**config.mk**
```make
export PLATFORM = sky130hd
export DESIGN_NAME = word_rx_flat
export DESIGN_NICKNAME = d
export VERILOG_FILES = /design/src/rtl/uart_word_pkg.sv /design/src/rtl/word_rx_if.sv /design/src/rtl/idle_timer.sv /design/src/rtl/word_rx.sv /design/src/flat_wrapper.sv
export SDC_FILE = /design/constraint.sdc
export NUM_CORES = 1
export LEC_CHECK = 0
export CORE_AREA = 5 5 103 105
export CTS_BUF_LIST = sky130_fd_sc_hd__clkbuf_4 sky130_fd_sc_hd__clkbuf_8 sky130_fd_sc_hd__clkbuf_16
export DETAILED_ROUTE_END_ITERATION = 7
export DIE_AREA = 0 0 108 110
export GPL_ROUTABILITY_DRIVEN = 0
export PLACE_DENSITY_LB_ADDON = 0.1
export SLEW_MARGIN = 20
export SYNTH_ARGS = -nofsm -noshare
export SYNTH_HDL_FRONTEND = slang
export SYNTH_HIERARCHICAL = 1
export SYNTH_SLANG_ARGS = --single-unit
```
**constraint.sdc**
```tcl
create_clock -name clk -period 3.1 [get_ports clk]
set_input_delay 0.62 -clock clk [delete_from_list [all_inputs] [get_ports clk]]
set_output_delay 0.62 -clock clk [all_outputs]
set_load 0.05 [all_outputs]
```
**src/rtl/uart_word_pkg.sv**
```systemverilog
// ---------------------------------------------------------------------------
// uart_word_pkg
//   Shared definitions for the UART word-level blocks (word_rx today, a
//   word_tx cleanup later).
//
//   Contents:
//     BYTES_PER_WORD  bytes packed into one 32-bit word
//     COUNT_W         width of the byte counter (holds 0..BYTES_PER_WORD)
//     rx_state_t      word collection state: IDLE (no bytes held) or
//                     COLLECT (1..3 bytes held)
//     is_last_byte()  true when the byte about to be stored completes a word
// ---------------------------------------------------------------------------
package uart_word_pkg;

    localparam int BYTES_PER_WORD = 4;
    localparam int BYTE_W         = 8;
    localparam int WORD_W         = BYTES_PER_WORD * BYTE_W;
    localparam int COUNT_W        = 3;

    typedef enum logic {
        IDLE,
        COLLECT
    } rx_state_t;

    // cnt is the number of bytes already held before the current byte.
    function automatic logic is_last_byte(input logic [COUNT_W-1:0] cnt);
        return cnt == COUNT_W'(BYTES_PER_WORD - 1);
    endfunction

endpackage

```
**src/rtl/word_rx_if.sv**
```systemverilog
// ---------------------------------------------------------------------------
// word_rx_if
//   Bundles the byte input from uart_rx and the 32-bit word handshake to the
//   consumer.
//
//   Signals:
//     in       [7:0]  received byte from uart_rx
//     recv            one-cycle strobe, `in` valid in that cycle
//     out      [31:0] assembled word
//     valid           word available, held until accepted
//     ready           consumer accepts on valid && ready
//     overrun         pulse: completed word dropped, previous still pending
//     timeout         pulse: partial word discarded after inter-byte idle
//
//   Modports:
//     master  the word assembler (drives out/valid/overrun/timeout)
//     slave   the environment: byte source plus word consumer
// ---------------------------------------------------------------------------
interface word_rx_if;

    logic [7:0]  in;
    logic        recv;
    logic [31:0] out;
    logic        valid;
    logic        ready;
    logic        overrun;
    logic        timeout;

    modport master (
        input  in,
        input  recv,
        input  ready,
        output out,
        output valid,
        output overrun,
        output timeout
    );

    modport slave (
        output in,
        output recv,
        output ready,
        input  out,
        input  valid,
        input  overrun,
        input  timeout
    );

endinterface

```
**src/rtl/idle_timer.sv**
```systemverilog
// ---------------------------------------------------------------------------
// idle_timer
//   Counts idle clock cycles while `run` is high and flags the cycle in which
//   the idle period reaches TIMEOUT_CYCLES. Registers update on the falling
//   edge of clk, matching the rest of the UART pipeline.
//
//   Parameters:
//     TIMEOUT_CYCLES  idle cycles tolerated; 0 removes the timer entirely
//
//   Ports:
//     clk     in   clock (falling-edge active)
//     rst_n   in   asynchronous active-low reset
//     run     in   count only while high; counter clears while low
//     clear   in   activity in this cycle; restarts the idle period
//     expire  out  combinational, high in the cycle that ends the idle period
// ---------------------------------------------------------------------------
module idle_timer #(
    parameter int TIMEOUT_CYCLES = 1000000
) (
    input  logic clk,
    input  logic rst_n,
    input  logic run,
    input  logic clear,
    output logic expire
);

    generate
        if (TIMEOUT_CYCLES == 0) begin : g_disabled

            assign expire = 1'b0;

            logic unused_inputs;
            assign unused_inputs = ^{clk, rst_n, run, clear};

        end else begin : g_enabled

            localparam int CW = $clog2(TIMEOUT_CYCLES + 1);
            localparam logic [CW-1:0] LAST = CW'(TIMEOUT_CYCLES - 1);

            logic [CW-1:0] idle_count;

            // Activity in the final cycle wins, so expiry requires no clear.
            assign expire = run && !clear && (idle_count == LAST);

            always_ff @(negedge clk or negedge rst_n) begin
                if (!rst_n) begin
                    idle_count <= '0;
                end else if (!run || clear || expire) begin
                    idle_count <= '0;
                end else begin
                    idle_count <= idle_count + CW'(1);
                end
            end

        end
    endgenerate

endmodule

```
**src/rtl/word_rx.sv**
```systemverilog
// ---------------------------------------------------------------------------
// word_rx
//   Collects four bytes from uart_rx, least-significant byte first, into a
//   32-bit word and offers it to the consumer with a valid/ready handshake.
//   Collection continues while a word is pending, giving one word of
//   buffering; a word completed while the previous one is still pending is
//   dropped and flagged with `overrun`. A partial word idle for
//   TIMEOUT_CYCLES cycles is discarded and flagged with `timeout`.
//   All registers update on the falling edge of clk.
//
//   Parameters:
//     TIMEOUT_CYCLES  inter-byte idle limit in clk cycles; 0 disables it
//
//   Ports:
//     clk    in  clock (falling-edge active)
//     rst_n  in  asynchronous active-low reset
//     bus    word_rx_if.master: in/recv from uart_rx, out/valid/ready to the
//            consumer, overrun/timeout status pulses
// ---------------------------------------------------------------------------
module word_rx
    import uart_word_pkg::*;
#(
    parameter int TIMEOUT_CYCLES = 1000000
) (
    input  logic       clk,
    input  logic       rst_n,
    word_rx_if.master  bus
);

    rx_state_t            state;
    rx_state_t            state_next;
    logic [COUNT_W-1:0]   count;
    logic [WORD_W-1:0]    assembly;

    logic                 store_byte;
    logic                 complete;
    logic                 load_word;
    logic                 drop_word;
    logic                 run_timer;
    logic                 expire;

    idle_timer #(
        .TIMEOUT_CYCLES (TIMEOUT_CYCLES)
    ) u_idle_timer (
        .clk    (clk),
        .rst_n  (rst_n),
        .run    (run_timer),
        .clear  (bus.recv),
        .expire (expire)
    );

    always_ff @(negedge clk or negedge rst_n) begin
        if (!rst_n) begin
            state <= IDLE;
        end else begin
            state <= state_next;
        end
    end

    always_comb begin
        state_next = state;
        case (state)
            IDLE: begin
                if (bus.recv) begin
                    state_next = COLLECT;
                end
            end
            COLLECT: begin
                if (bus.recv && is_last_byte(count)) begin
                    state_next = IDLE;
                end else if (expire) begin
                    state_next = IDLE;
                end
            end
        endcase
    end

    // A finished word may load when the output slot is empty or is being
    // emptied on this very edge; otherwise it has nowhere to go.
    always_comb begin
        store_byte = 1'b0;
        complete   = 1'b0;
        run_timer  = 1'b0;
        case (state)
            IDLE: begin
                store_byte = bus.recv;
            end
            COLLECT: begin
                store_byte = bus.recv;
                run_timer  = 1'b1;
                complete   = bus.recv && is_last_byte(count);
            end
        endcase
        load_word = complete && (!bus.valid || bus.ready);
        drop_word = complete && !load_word;
    end

    // The fourth byte goes straight to the output, so only three bytes ever
    // sit in the assembly register and the count never rests at four.
    always_ff @(negedge clk or negedge rst_n) begin
        if (!rst_n) begin
            count    <= '0;
            assembly <= '0;
        end else if (complete) begin
            count    <= '0;
        end else if (store_byte) begin
            assembly[{count[1:0], 3'b000} +: BYTE_W] <= bus.in;
            count                                    <= count + COUNT_W'(1);
        end else if (expire) begin
            count    <= '0;
            assembly <= '0;
        end
    end

    // A load on the same edge as an accept keeps valid high with the new word.
    always_ff @(negedge clk or negedge rst_n) begin
        if (!rst_n) begin
            bus.out     <= '0;
            bus.valid   <= 1'b0;
            bus.overrun <= 1'b0;
            bus.timeout <= 1'b0;
        end else begin
            bus.overrun <= drop_word;
            bus.timeout <= expire;
            if (load_word) begin
                bus.out   <= {bus.in, assembly[23:0]};
                bus.valid <= 1'b1;
            end else if (bus.valid && bus.ready) begin
                bus.valid <= 1'b0;
            end
        end
    end

endmodule
```
**src/flat_wrapper.sv**
```systemverilog
// flat-port wrapper written by rule: the top's interface ports become plain ports
module word_rx_flat import uart_word_pkg::*;
#(
    parameter int TIMEOUT_CYCLES = 1000000
)
  (clk, rst_n, bus_in, bus_recv, bus_ready, bus_out, bus_valid, bus_overrun, bus_timeout);
  word_rx_if bus_i ();
  input  logic clk;
  input  logic rst_n;
  input wire logic [$bits(bus_i.in)-1:0] bus_in;
  input wire logic [$bits(bus_i.recv)-1:0] bus_recv;
  input wire logic [$bits(bus_i.ready)-1:0] bus_ready;
  output wire logic [$bits(bus_i.out)-1:0] bus_out;
  output wire logic [$bits(bus_i.valid)-1:0] bus_valid;
  output wire logic [$bits(bus_i.overrun)-1:0] bus_overrun;
  output wire logic [$bits(bus_i.timeout)-1:0] bus_timeout;
  assign bus_i.in = bus_in;
  assign bus_i.recv = bus_recv;
  assign bus_i.ready = bus_ready;
  assign bus_out = bus_i.out;
  assign bus_valid = bus_i.valid;
  assign bus_overrun = bus_i.overrun;
  assign bus_timeout = bus_i.timeout;
  word_rx #(.TIMEOUT_CYCLES(TIMEOUT_CYCLES)) u_core (.clk(clk), .rst_n(rst_n), .bus(bus_i));
endmodule
```
; ---- Yosys cells after proc, flatten, opt, wreduce, memory -nomap -nowiden
; Index checks and enable logic that the tools add are counted.
[totals]
inputBits = 12
wordCells = 49
out_inout_bits = 35
ff_bits = 91
[classes]
n_mux = 15
n_bitwise = 2
n_reduce_logical = 17
n_addsub = 3
n_shift = 2
eq_ne = 2
[ops]
columns = op, count
row1 = 32-bit 2-to-1 mux, 2
row2 = 32-bit bitwise mux, 1
row3 = 8-bit by 7-bit variable shift with 32-bit output (first input constant), 1
row4 = 8-bit by 7-bit indexed part select with 32-bit output, 1
row5 = 20-bit by 1-bit adder with 20-bit output (second input constant), 1
row6 = 20-bit equality test (second input constant), 1
row7 = 20-bit 2-to-1 mux, 1
row8 = 3-bit 2-to-1 mux, 3
row9 = 1-bit 2-to-1 mux, 7
row10 = 5-bit negation with 7-bit output, 1
row11 = 1-bit logical AND, 6
row12 = 1-bit logical NOT, 4
row13 = 2-bit nonzero test, 2
row14 = 3-bit by 1-bit adder with 3-bit output (second input constant), 1
row15 = 3-bit by 2-bit equality test with 1-bit output (second input constant), 1
row16 = 1-bit logical OR, 3
row17 = 3-bit nonzero test, 1
row18 = 1-bit NOT, 2
row19 = 1-bit one-hot mux with 2 select lines, 1
row20 = 2-bit AND reduction, 1

; ---- Logic depth before layout (Yosys ltp)
; Gate-level depths: netlist of the first run.
[depth]
word_depth = 6
depth_mapped = 9
depth_no_buf = 7

; ---- By module
; Netlist of the first run, hierarchy kept.
[by_module_without_submodules]
columns = module, area_per_inst_um2, cells_each, n_inst, seq_area_each_um2
row1 = word_rx, 2665.1, 196, 1, 1576.5
row2 = idle_timer, 1027.2, 109, 1, 500.5

==> results by group, run 1 <==
Clock network
  • H-tree Lvls: 3
  • Clock buffer depth: 2
  • Clk sinks: slightly above 80
  • Clk root buf: clkbuf_8
  • Clock Latency Late Sink: 330 ps
  • CTS buffer count: 9
  • Clock transition at path regs: 50 ps
  • CTS tree: built
  • Post-CTS Hold Buffers: 0

Global route
  • Vias in the first global route: ~2700
  • Initial antenna violation count: 0
  • GRT Total Usage: 0.151
  • Largest net degree at the start of global routing: 33
  • First-pass GRT wire length: between 10 and 15 mm
  • Total grt overflow: 0

Yosys
  • Mapped Area: about 0.0037 sq mm
  • Register area share after synthesis: 0.563
  • Synth top area share: 0.563
  • Syn Inst Count: between 300 and 400
  • Register bit count reported by yosys: 83
  • Post-synth net total: 324
  • Largest area contributor in the netlist: dfrtn_1
  • Synth area leaders: dfrtn_1 (56%), mux2_2 (9.8%), mux2_4 (3.3%), nor2_1 (2.6%), nand2_1 (2.5%)
  • Average size of a mapped cell: approximately 12 sq um
  • Netlist cell types: 38
  • Ys Warns: 6

Worst setup path
  • Slowest cell on crit path: dfrtn_1
  • CP required: 2480 ps
  • Cells on worst reg2reg path: 7
  • CP Data Arrival Time: 2520 ps
  • Crit start category: flop
  • Crit. path cell count: 1
  • FF-to-FF setup slack: between 800 and 900 ps
  • CP Max Fanout: 2
  • Max stage delay on crit path: ~480 ps
  • Start-to-end type of the worst setup path: flop to output port
  • Crit. End Element: output port
  • Worst-path cell chain: buf_12
  • Cell family contributing the most delay on the critical path: flip-flops
  • RR Startpoint: u_core/u_idle_timer/g_enabled.idle_count[0]
  • CP Buf/Inv Count: 1
  • Reg2Reg Capture Point: u_core/assembly[20]

Detailed routing
  • Final WL: 8.18 mm
  • Routed wire length per instance: about 15 um
  • Initial DRC count: about 60
  • Final routed DRC violation total: 0
  • Vias per std cell: ~4.8
  • Vias post-DR: 2596
  • Initial DRT Pass Iterations: 4
  • Final ANT Viol Nets: 0

Timing
  • Hold Slack: between 400 and 500 ps
  • Worst relative slew slack: 0.492
  • Worst Tran Pin Value: between 700 and 800 ps
  • Fin Clk Skew: approximately 7.3 ps
  • Final setup violation count: 25
  • Endpoints failing hold: 0
  • Final WS setup: -36.9 ps
  • Max Slew Vio Count: 0
  • Unrepaired setup endpoints after global routing: yes

Die
  • Die area: ~0.012 sq mm
  • Core ar.: around 0.0095 sq mm
  • Initial Util: 0.387
  • Row count: 36
  • Chip width: 108 um
  • I/O Pins: 47
  • Vert. Die Dim: 110 um

Final layout
  • Layout Nets: between 400 and 500
  • ANT cells: 0
  • P&R area growth vs syn: 49.1%
  • Fin cells: around 540
  • Share of cells above drive strength 1: 0.394

Place
  • Port bufs: 46
  • Placed cell count: 492
  • Hpwl dp: 5.50 mm

Status
  • Status: finished with violations
  • Failing checks: setup timing

Hold path
  • Hold path depth: 1
  • Hold Startpoint: u_core/u_idle_timer/g_enabled.idle_count[0]
  • Worst hold path endpoint: u_core/u_idle_timer/g_enabled.idle_count[0]
  • Worst Hold Class: flop to flop

Power
  • Lkg Pwr: ~2.5 nW
  • Pwr Density: 761 mW/mm^2
  • Worst vdd ir: just under 0.0003 V

Run
  • Max cap viols: 0
==> worst max path at each step <==
| stage | startpoint | endpoint | slack (ps) |
|---|---|---|---|
| floorplan | bus_recv | u_core/assembly[16] | -450 |
| global placement | bus_recv | u_core/assembly[18] | -800 |
| detailed placement | bus_recv | u_core/assembly[20] | -830 |
| CTS | u_core/bus.out[7] | bus_out[7] | -60 |
| global route | u_core/bus.out[24] | bus_out[24] | -80 |
| finish | u_core/bus.out[7] | bus_out[7] | -40 |
==> metal layers <==
metal | GRT usage | share of wire
met1 | 0.183 | 0.43
met3 | 0.0326 | 0.031
met5 | 0 | 0
met4 | 0.0559 | 0.025
met2 | 0.265 | 0.51
==> cells in the final DEF, fill, tap and decap left out, types with 7 or more instances in the layout <==
cell,netlist,final
a21oi_1,7,7
a32o_1,8,8
buf_12,0,43
buf_4,3,38
clkbuf_8,0,11
clkdlybuf4s50_1,0,8
dfrtn_1,83,83
ha_1,7,7
inv_1,20,20
mux2_4,8,38
mux2i_1,8,8
nand2_1,25,25
nand3_1,9,8
nor2_1,26,26
xnor2_1,9,9
==> layout make-up <==
| cell class | instances | area [sq um] |
|---|---|---|
| well taps | 133 | 166 |
| multi-input cells | 190 | 1650 |
| fillers | 795 | 4040 |
| inverters | 20 | 75.1 |
| flip-flops and latches | 83 | 2080 |
| clock inverters | 4 | 25.0 |
| clock buffers | 12 | 159 |
| repair buffers | 97 | 1360 |
==> report_power, final <==
part	internal, mW	switching, mW
Clock	0.341	0.377
Sequential	1.34	0.215
Combinational	1.04	0.879
==> synthesized netlist by cell type, drive strengths merged <==
master	number
or4	5
o21ai	4
mux2i	8
inv	20
nor2b	2
clkbuf	1
nor2	26
nand3	11
or2	2
nor4	5
a21bo	1
xnor2	9
ha	7
mux2	41
or3	5
a32o	8
xor2	3
nand2b	3
nand4bb	1
nand4	4
nand2	25
o31ai	6
o21a	1
nor4bb	1
nand3b	2
nor3	3
a21oi	7
buf	11
dfrtn	83
==> repair_timing <==
action                                  4_1_cts  5_1_grt
endpoints found under the setup margin       91       70
endpoints found under the hold margin         0        0
pin swaps                                     1        0
gates cloned                                  3        0
resized for setup                            18        1
setup buffers                                26        2
==> sequential cells by signal, summed over array words and instances, names as in the netlist <==
signal and count:
u_core/assembly 24, u_core/bus.out 32, u_core/bus.overrun 1, u_core/bus.timeout 1
u_core/bus.valid 1, u_core/count 3, u_core/state 1, u_core/u_idle_timer/g_enabled.idle_count 20
==> worst register-to-register path, delay by kind of cell, from the launching register on <==
family	cells	cell delay, ps
mux	1	310
fa+ha+maj	1	230
compound gates	1	200
simple gates	4	940
flops	1	450
==> cell families after synthesis <==
group | Yosys count | share of synthesized area
xor gates and xnor gates | 12 | 0.0285
adders and majority gates | 7 | 0.0237
DFF | 83 | 0.563
and+or+nand+nor | 95 | 0.130
muxes | 49 | 0.155
buffers and inverters | 32 | 0.0396
AOI/OAI and AO/OA | 27 | 0.0603
==> stage by stage <==
stage	setup slack, ps	instance area, sq um	util	setup TNS (ps)	total power [mW]
floorplan	-449	3870	-	-8870	2.50
global route	-81.9	5510	0.577	-1610	4.41
detailed placement	-834	4950	0.518	-49050	3.29
finish	-36.9	5510	0.577	-307	4.19
CTS	-61.8	5490	0.574	-806	4.23
global placement	-803	4950	0.518	-48840	3.27
Power figures use the tool's default switching activity.
==> run 2: changes to the inputs <==
--- a/config.mk
+++ b/config.mk
@@ -7,9 +7,11 @@
 export LEC_CHECK = 0
 export CORE_AREA = 5 5 103 105
 export CTS_BUF_LIST = sky130_fd_sc_hd__clkbuf_4 sky130_fd_sc_hd__clkbuf_8 sky130_fd_sc_hd__clkbuf_16
+export CTS_CLUSTER_SIZE = 28
 export DETAILED_ROUTE_END_ITERATION = 7
 export DIE_AREA = 0 0 108 110
 export GPL_ROUTABILITY_DRIVEN = 0
+export GPL_TIMING_DRIVEN = 0
 export PLACE_DENSITY_LB_ADDON = 0.1
 export SLEW_MARGIN = 20
 export SYNTH_ARGS = -nofsm -noshare
==> run 2 against run 1 <==
The flow still finishes with violations (setup timing). Sequential cell count stayed put. Power decreased by 4.9%. Core utilization fell by 3.9 points. Global-route usage decreased by 0.62 points. Cell area decreased by 6.8%. Die area unchanged. Clock skew grew 4.2 ps. Highest routed layer unchanged.
==> results by group, run 2 (synthesis results as in run 1) <==
Global route
  • Largest net degree at the start of global routing: 44 (+33%)
  • Initial antenna violation count: 0 (unchanged)
  • Vias in the first global route: 2637 (-3.9%)
  • First-pass GRT wire length: 13.3 mm (-4.3%)
  • GRT Total Usage: 0.145 (-0.00618)
  • Total grt overflow: 0 (unchanged)

Final layout
  • Max reg flops: 32 (unchanged)
  • Largest registers: u_core/bus.out x32, u_core/assembly x24, u_core/u_idle_timer/g_enabled.idle_count x20
  • Top reg by flops: u_core/bus.out
  • Layout Nets: 419 (-0.24%)
  • Most frequent cells in the layout: dfrtn_1 (83), mux2_4 (39), buf_4 (37), buf_6 (37), nor2_1 (26)
  • P&R area growth vs syn: 38.9%
  • Most common cell after layout, fill and taps aside: dfrtn_1
  • Share of cells above drive strength 1: 0.385 (-0.00890)
  • ANT cells: 0 (unchanged)
  • Finished Core Util: 0.537 (-0.0394)
  • Fin cells: 538 (-0.19%)
  • Post-route design area: 0.00513 sq mm (-6.8%)

Place
  • Port bufs: 46 (unchanged)
  • Hpwl dp: 5.15 mm (-6.4%)
  • Dpl ws: -1220 ps (-383 ps)
  • Area after DPL: 0.00452 sq mm (-8.7%)
  • Placed cell count: 485 (-1.4%)

Worst setup path
  • CP Data Arrival Time: 1810 ps (-710 ps)
  • Max stage delay on crit path: 300 ps (-180 ps)
  • Crit. End Element: flop
  • Cell family contributing the most delay on the critical path: simple AND/OR/NAND/NOR gates
  • CP Buf/Inv Count: 2 (+1)
  • Start-to-end type of the worst setup path: input pin to flop
  • Slowest cell on crit path: mux2_4
  • CP required: 1730 ps (-750 ps)
  • Worst-path cell chain: buf_8, nand2b_4, nor4_4, nand2b_1, o21a_1, buf_6, mux2_4
  • Crit start category: input pin
  • CP Max Fanout: 8 (+6)

Power
  • Lkg Pwr: 2.35 nW (-4.6%)
  • Worst vdd ir: 0.000311 V (+6.2%)
  • Pwr Density: 777 mW/mm^2 (+2.1%)
  • Overall power: 3.99 mW (-4.9%)

Timing
  • Fin Clk Skew: 11.5 ps (+4.19 ps)
  • Worst relative slew slack: 0.637 (+0.145)
  • Setup TNS: -834 ps (-528 ps)
  • Final WS setup: -84.0 ps (-47.1 ps)
  • Final setup violation count: 28 (+12%)
  • Unrepaired setup endpoints after global routing: yes
  • Endpoints failing hold: 0 (unchanged)
  • Max Slew Vio Count: 0 (unchanged)
  • Worst Tran Pin Value: 542 ps (-221 ps)
  • Hold Slack: 408 ps (+3.11 ps)

Clock network
  • Clk root buf: clkbuf_8
  • CTS tree: built
  • H-tree Lvls: 3 (unchanged)
  • CTS buffer count: 9 (unchanged)
  • Clk sinks: 83 (unchanged)
  • Clock transition at path regs: 60 ps (about the same)
  • Clock buffer depth: 2 (unchanged)
  • Clock Latency Late Sink: 340 ps (about the same)

Run
  • Max cap viols: 0 (unchanged)

Hold path
  • Worst Hold Class: flop to flop

Detailed routing
  • Final ANT Viol Nets: 0 (unchanged)
  • Routed wire length per instance: 14.5 um (-4.3%)
  • Vias per std cell: 4.81 (-0.20%)
  • Initial DRC count: 55 (-6.8%)
  • Vias post-DR: 2586 (-0.39%)
  • Initial DRT Pass Iterations: 4 (unchanged)
  • Final WL: 7.81 mm (-4.5%)
  • Final routed DRC violation total: 0 (unchanged)

Die
  • Initial Util: 0.387 (unchanged)
  • I/O Pins: 47 (unchanged)
  • Chip width: 108 um (unchanged)
  • Row count: 36 (unchanged)
  • Core ar.: 0.00955 sq mm (unchanged)
  • Die area: 0.0119 sq mm (unchanged)
  • Vert. Die Dim: 110 um (unchanged)

Status
  • Status: finished with violations
  • Failing checks: setup timing
-- run 2: path summary, 6_finish.rpt --
check / start / to / slack, ps / depth (start not counted)
hold / removal: u_core/u_idle_timer/g_enabled.idle_count[0] / u_core/u_idle_timer/g_enabled.idle_count[0] / 410 / 1
setup / recovery: bus_recv / u_core/assembly[20] / -80 / 7
setup reg to reg: u_core/u_idle_timer/g_enabled.idle_count[0] / u_core/assembly[20] / 520 / 8
max in group asynchronous: rst_n / u_core/u_idle_timer/g_enabled.idle_count[8] / 770 / 2
hold reg to reg: u_core/u_idle_timer/g_enabled.idle_count[0] / u_core/u_idle_timer/g_enabled.idle_count[0] / 410 / 1
min in group asynchronous: rst_n / u_core/bus.out[2] / 1690 / 1
-- run 2: what timing repair did --
action,in CTS,in global routing
pin swaps,1,1
setup endpoints to repair,105,91
gates resized for setup,262,5
hold buffers,0,0
buffers inserted,26,12
cloned,1,0
-- run 2: final cells by class --
class	count	area [sq um]
fill	847	4420
sequential	83	2080
multi-input combinational	190	1640
timing repair buffer	86	863
tap	133	166
clock buffer	10	138
buffer	10	98.8
inverter	20	75.1
clock inverter	6	71.3
-- run 2: report_power, final --
group | switching, mW | internal, mW | total, mW
clock network | 0.405 | 0.401 | 0.806
logic | 0.866 | 0.805 | 1.67
registers | 0.167 | 1.34 | 1.51
-- run 2: worst reg2reg max path, cell delays in order (launching register included) --
cell and delay [ps]:
dfrtn_1 450, ha_1 230, nand4_1 280, or2_2 440, nor4_4 330, nand2b_1 130, o21a_1 130, buf_6 150
mux2_4 300
-- run 2: metal layers --
metal  track usage  wire [um]  share of wire
met3        0.0361        320          0.041
met2         0.251       3980           0.51
met4        0.0505         87          0.011
met1         0.177       3430           0.44
met5             0          0              0
